**config.mk**
```make
export PLATFORM = sky130hd
export DESIGN_NAME = mult_booth
export DESIGN_NICKNAME = d
export VERILOG_FILES = /design/src/rtl/mult_booth.sv
export SDC_FILE = /design/constraint.sdc
export NUM_CORES = 1
export LEC_CHECK = 0
export CAP_MARGIN = 20
export CORE_MARGIN = 3
export CORE_UTILIZATION = 29
export DETAILED_ROUTE_END_ITERATION = 6
export HOLD_SLACK_MARGIN = 0.1
export PLACE_DENSITY_LB_ADDON = 0.12
export SKIP_CTS_REPAIR_TIMING = 1
export SLEW_MARGIN = 20
export SYNTH_ARGS = -nofsm -noshare
export SYNTH_HDL_FRONTEND = slang
export SYNTH_SLANG_ARGS = --single-unit
```
**constraint.sdc**
```tcl
create_clock -name clk -period 5.3 [get_ports clk]
set_input_delay 1.06 -clock clk [delete_from_list [all_inputs] [get_ports clk]]
set_output_delay 1.06 -clock clk [all_outputs]
set_load 0.005 [all_outputs]
```
**src/rtl/mult_booth.sv**
```systemverilog
// -----------------------------------------------------------------------------
// mult_booth
//   Signed 32x32 radix-2 Booth multiplier, one recoding step per clock.
//   A start pulse in IDLE captures the operands. 32 iterations follow. The
//   64-bit product is then registered onto hi/lo together with a one-cycle
//   done pulse.
//
// Ports
//   clk     in   system clock, rising edge
//   reset   in   synchronous, active-high reset
//   start   in   multiply request, sampled only in IDLE
//   a       in   [31:0] multiplicand, two's complement
//   b       in   [31:0] multiplier, two's complement
//   hi      out  [31:0] upper half of signed product, registered
//   lo      out  [31:0] lower half of signed product, registered
//   busy    out  high while in RUN or DONE, registered
//   done    out  one-cycle completion pulse, registered
//
// State table
//   state  | meaning
//   IDLE   | waiting for start; hi/lo hold the last result
//   RUN    | performing the 32 Booth iterations
//   DONE   | single cycle with done=1, then back to IDLE
// -----------------------------------------------------------------------------
module mult_booth (
  input  logic        clk,
  input  logic        reset,
  input  logic        start,
  input  logic [31:0] a,
  input  logic [31:0] b,
  output logic [31:0] hi,
  output logic [31:0] lo,
  output logic        busy,
  output logic        done
);

  typedef enum logic [1:0] {
    S_IDLE = 2'd0,
    S_RUN  = 2'd1,
    S_DONE = 2'd2
  } state_t;

  state_t      state_q;

  // Datapath registers. M and P are 33 bits wide so that M = -2^31 and its
  // negation are both representable; P[32] is only a sign guard and never
  // reaches the outputs.
  logic [32:0] m_q;
  logic [32:0] p_q;
  logic [31:0] q_q;
  logic        q1_q;
  logic [5:0]  cnt_q;

  // Output registers.
  logic [31:0] hi_q;
  logic [31:0] lo_q;
  logic        done_q;
  logic        busy_q;

  // Next-iteration values derived from the current accumulator.
  logic [32:0] t_d;
  logic [32:0] p_d;
  logic [31:0] q_d;
  logic        q1_d;
  logic [5:0]  cnt_d;

  // One Booth step: add/subtract M according to {Q[0], q_1}, then
  // arithmetic-shift {T, Q, q_1} right by one.
  always_comb begin
    t_d = p_q;
    case ({q_q[0], q1_q})
      2'b01:   t_d = p_q + m_q;
      2'b10:   t_d = p_q - m_q;
      default: t_d = p_q;
    endcase
    p_d   = {t_d[32], t_d[32:1]};
    q_d   = {t_d[0], q_q[31:1]};
    q1_d  = q_q[0];
    cnt_d = cnt_q - 6'd1;
  end

  always_ff @(posedge clk) begin
    if (reset) begin
      state_q <= S_IDLE;
      m_q     <= '0;
      p_q     <= '0;
      q_q     <= '0;
      q1_q    <= 1'b0;
      cnt_q   <= '0;
      hi_q    <= '0;
      lo_q    <= '0;
      done_q  <= 1'b0;
      busy_q  <= 1'b0;
    end else begin
      case (state_q)
        S_IDLE: begin
          done_q <= 1'b0;
          if (start) begin
            m_q     <= {a[31], a};
            p_q     <= '0;
            q_q     <= b;
            q1_q    <= 1'b0;
            cnt_q   <= 6'd32;
            busy_q  <= 1'b1;
            state_q <= S_RUN;
          end
        end

        S_RUN: begin
          p_q   <= p_d;
          q_q   <= q_d;
          q1_q  <= q1_d;
          cnt_q <= cnt_d;
          // Last iteration: publish the post-shift product on the same edge.
          if (cnt_q == 6'd1) begin
            hi_q    <= p_d[31:0];
            lo_q    <= q_d;
            done_q  <= 1'b1;
            state_q <= S_DONE;
          end
        end

        S_DONE: begin
          done_q  <= 1'b0;
          busy_q  <= 1'b0;
          state_q <= S_IDLE;
        end

        default: begin
          done_q  <= 1'b0;
          busy_q  <= 1'b0;
          state_q <= S_IDLE;
        end
      endcase
    end
  end

  assign hi   = hi_q;
  assign lo   = lo_q;
  assign busy = busy_q;
  assign done = done_q;

endmodule

```
# Word level (Yosys, flattened, before mapping)
# Index checks and enable logic that the tools add are counted.
# W data, S select, Z words.
# classes
addsub	3
n_eq_ne	6
muxes	14
n_bitwise	1
n_reduce_logical	8
# op_table
cell	n
$pmux W33 S2	2
$pmux W32 S2	1
$add A33 B33 Y33	1
$mux W33	1
$sub A33 B33 Y33	1
$mux W32	1
$pmux W6 S2	1
$reduce_and A2 Y1	5
$eq A6 B1 Y1 const B	1
$mux W6	1
$sub A6 B1 Y6 const B	1
$eq A2 B1 Y1 const B	2
$mux W2	2
$ne A2 B2 Y1 const B	2
$pmux W1 S2	2
$pmux W2 S2	1
$eq A2 B2 Y1 const B	1
$logic_not A2 Y1	1
$mux W1	2
$reduce_bool A2 Y1	1
$reduce_or A2 Y1	1
$not A1 Y1	1
# totals
regBits	172
input_bits	67
output_inout_bits	66
word_cells	42

# Logic depth before layout (Yosys ltp)
# depth
word_depth	3
ltp_mapped	19
mapped_depth_nobuf	18

# Worst setup path before layout
# No wires, ideal clock.
# synth_path
path_kind	reg2reg
start	register m_q[14]
end	register hi_q[31] (netlist: hi[31])
setup_time_ps	115
arrival_time_ps	4346
slack_ps	838
stages_incl_launch_ff	17
n_path_buf	1
cell_sequence	dfxtp_1 > or4_1 > nor3_1 > nand2_1 > nor2_1 > nor4b_1 > a21oi_1 > xnor2_1 > ha_1 > clkbuf_1 > a21o_1 > a21oi_1 > or3b_2 > o221ai_1 > a2111oi_0 > or4_1 > and3_1
# synth_between
elab_chain_len	2
word_cells_on_any_way	3
# synth_rtl
item	line	source
start, declared	48	logic [32:0] m_q;
start signal, assigned	99	m_q <= {a[31], a};
$sub A33 B33 Y33 / $add A33 B33 Y33 (equally long branches)	73, 72	
$pmux W33 S2 (*)	71	case ({q_q[0], q1_q})
end signal, assigned	116	hi_q <= p_d[31:0];
end, declared	55	logic [31:0] hi_q;
# Every way passes the cells marked *; elsewhere a longest branch is shown, timed or not.
# A chain may end at the register's enable or synchronous reset.

# Worst setup path after layout
# layout_path
start	register m_q[0]
end	register hi_q[31] (netlist: hi[31])
# The elaborated chain is that of the path after synthesis.

==> flow_summary_export.csv <==
group,metric,value,unit
worst_hold_path,hold_class,"reg -> reg",
finish,multi_input_area,0.00505,mm^2
clocking,cts_max_level,4,
clocking,path_clk_slew,0.08,ns
finish,fillers,3026,
die,initial_core_util,0.299,
route,routedWlPerCell,17.0,um
logic_synthesis,synth_commonest_cells,"222 x nand2_1, 171 x dfxtp_1, 157 x a21oi_1",
logic_synthesis,ys_warn_count,0,
pwr,power_density,308,mW/mm^2
timing,relSlewSlack,0.334,
timing,tightest_slew,0.998,ns
logic_synthesis,synthMuxAreaShare,0.0130,
timing,finClkSkew,0.0162,ns
timing,slew_violations,0,
logic_synthesis,syn_area,0.00875,mm^2
logic_synthesis,synth_top_family_by_area,"compound AO/OA/AOI/OAI gates",
critical_path,start_kind,"flip-flop",
logic_synthesis,synth_most_common_cell,"nand2_1",
pwr,p_sw,1.14,mW
finish,layout-drive-gt1-share,0.0592,
pwr,power_frac_seq,0.406,
clocking,clk_root_buffer_cell,"clkbuf_16",
logic_synthesis,synthTopCellsByArea,"dfxtp_1 39%, nand2_1 9.5%, a21oi_1 9.0%",
logic_synthesis,synth_cells,1104,
logic_synthesis,synthFlopType,"dfxtp_1",
logic_synthesis,synth_edf_count,0,
global_routing,overflow,0,
critical_path,crit_family,"compound AO/OA/AOI/OAI gates",
route,vias_per_cell,5.03,
logic_synthesis,synth_fp_nets,1208,
timing,post-route-min-period,4.75,ns
logic_synthesis,synth-simple-area-share,0.193,
logic_synthesis,synth_top_cell_by_area,"dfxtp_1",
die,rows,62,
placed_design,gp_congestion,0.856,
outcome,status,"finished clean",
critical_path,path_class,"reg -> reg",
critical_path,path_max_fanout,7,
placed_design,dpl.hpwl,19200,um
route,num_vias,8048,
logic_synthesis,synth-xor-area-share,0.0540,
global_routing,grt_pass1_wl,44600,um
timing,setup_viol,0,
finish,instances_no_fill,1600,
pwr,comb_power_share,0.207,
timing,timing.final.crit_share,0.896,
die,ioPinCount,133,
die,core_area,0.0292,mm^2
logic_synthesis,avgSynthCellArea,7.93,um^2
critical_path,cp_cell_sequence,"inv_1 -> ha_1 -> or4b_4 -> nor3b_2 -> and3b_1 -> a31oi_1 -> xnor2_1 -> ha_1 -> and3_1 -> nand2_1 -> a21oi_1 -> o2111ai_1 -> a21oi_1 -> o221ai_1 -> a2111oi_0 -> o211ai_1 -> and3_1",
finish,layout.nets,1307,
global_routing,antenna_found_initial,0,
timing,holdWs,0.458,ns
critical_path,cp_slowest_cell,"a2111oi_0",
route,drc,0,
critical_path,crit_buf_inv,1,
route,drt_iter0_markers,334,
pwr,clock_power_share,0.387,
logic_synthesis,synth_top_area_share,0.391,
clocking,cts_buffers,17,
timing,hold_viol,0,
pwr,sw_frac_of_total,0.333,
pwr,p_leak,4.19,nW
logic_synthesis,synth_adder_area_share,0.0538,
finish,register_area,0.00342,mm^2
clocking,cts_buffer_depth,2,
global_routing,track_usage,0.168,
logic_synthesis,async_flop_share,0,
timing,finalSetupTns,0,ns
global_routing,grt_max_degree,90,
logic_synthesis,yosysUniqueCellTypes,62,
finish,diodes,0,
die,dieArea,0.0323,mm^2
critical_path,crit_required,5.63,ns
logic_synthesis,synth-compound-area-share,0.258,
critical_path,endpoint_kind,"flip-flop",
route,postRouteWirelength,27200,um
route,first_pass_iters,5,
clocking,cts.sink_count,171,
clocking,clk_latency,0.45,ns
pwr,p_int,2.28,mW
die,die_w,180,um
clocking,cts_tree,"built",
timing,grt_setup_unrepaired,"no",
logic_synthesis,ys_ff_latch,171,
pwr,irDropWorstVdd,195,uV
placed_design,dp.cells,1568,
global_routing,first_global_vias,8058,
flow_run,max-cap-violations,0,
critical_path,slowest_delay,0.74,ns
critical_path,crit_arrival,5.08,ns
finish,final_util,0.380,
logic_synthesis,ys_seq_area_frac,0.391,
placed_design,io_buffers,132,
route,drtAntennaViolNets,0,
finish,area_delta_synth_final,26.9,%
timing,max_freq,211,MHz
die,die_h,180,um
[metrics by stage]
step	power, mW	cell area [um^2]	setup slack, ns
2_1_floorplan	1.90	8750	0.838
3_5_place_dp	2.13	10500	0.573
3_3_place_gp	2.13	10400	0.640
6_report	3.42	11100	0.551
5_1_grt	3.61	11100	0.112
4_1_cts	3.46	11100	0.543
[logic make-up (layout without fill, tap and decap cells)]
kind of cell	Yosys count	in the layout
buffers and inverters	85	197
adders and majority gates	37	37
and+or+nand+nor	389	389
AOI/OAI and AO/OA	357	357
DFF	171	171
muxes	11	11
xor gates and xnor gates	54	54
[worst paths after layout]
check | start | to | slack [ns] | cells past startpoint
max reg2reg | m_q[0]$_SDFFE_PP0P_ | hi[31]$_SDFFE_PP0P_ | 0.55 | 17
min reg2reg | hi[18]$_SDFFE_PP0P_ | hi[18]$_SDFFE_PP0P_ | 0.46 | 2
min | hi[18]$_SDFFE_PP0P_ | hi[18]$_SDFFE_PP0P_ | 0.46 | 2
max | m_q[0]$_SDFFE_PP0P_ | hi[31]$_SDFFE_PP0P_ | 0.55 | 17
[worst register-to-register path, delay by kind of cell (launching register included)]
kind,cells,cell delay [ns]
AO/OA/AOI/OAI,7,1.78
AND/OR/NAND/NOR,6,1.73
adder cells (fa/ha/maj),2,0.56
flip-flops,1,0.36
XOR/XNOR,1,0.16
buffers and inverters,1,0.07
[power groups by stage]
stage,combinational [mW],clock [mW],sequential [mW]
2_1_floorplan,0.496,0,1.40
3_3_place_gp,0.708,0,1.42
3_5_place_dp,0.711,0,1.42
4_1_cts,0.713,1.36,1.39
5_1_grt,0.801,1.41,1.40
6_report,0.709,1.32,1.39
[state kept, by name (all words and copies together), names as in the netlist]
name / count
hi: 32
lo: 32
m_q: 32
p_q: 32
q_q: 32
cnt_q: 6
state_q: 2
busy: 1
done: 1
q1_q: 1
[final cells by class]
class | count | share of cell area
inverters | 17 | 0.00575
multi-input cells | 848 | 0.455
well taps | 384 | 0.0433
clock buffers | 17 | 0.0383
clock inverters | 15 | 0.0195
flip-flops and latches | 171 | 0.308
repair buffers | 148 | 0.130
[routing by layer]
metal,GRT usage,wire [um],vias up,part of all wire
li1,-,-,4095,-
met1,0.233,13300,3793,0.49
met2,0.273,12400,140,0.45
met3,0.0346,1240,20,0.045
met4,0.0343,305,0,0.011
met5,0,0,-,0
[cells in the final DEF (no fill, tap or decap), types with 23 or more instances in the layout]
cell type | Yosys | layout
dfxtp_1 | 171 | 171
nor2_1 | 81 | 77
nand2_1 | 222 | 221
xnor2_1 | 43 | 43
a22oi_1 | 32 | 32
o21ai_0 | 41 | 41
clkdlybuf4s50_1 | 0 | 131
a21oi_1 | 157 | 157
a21o_1 | 32 | 32
a22o_1 | 23 | 23
ha_1 | 36 | 35
Power figures use the tool's default switching activity.
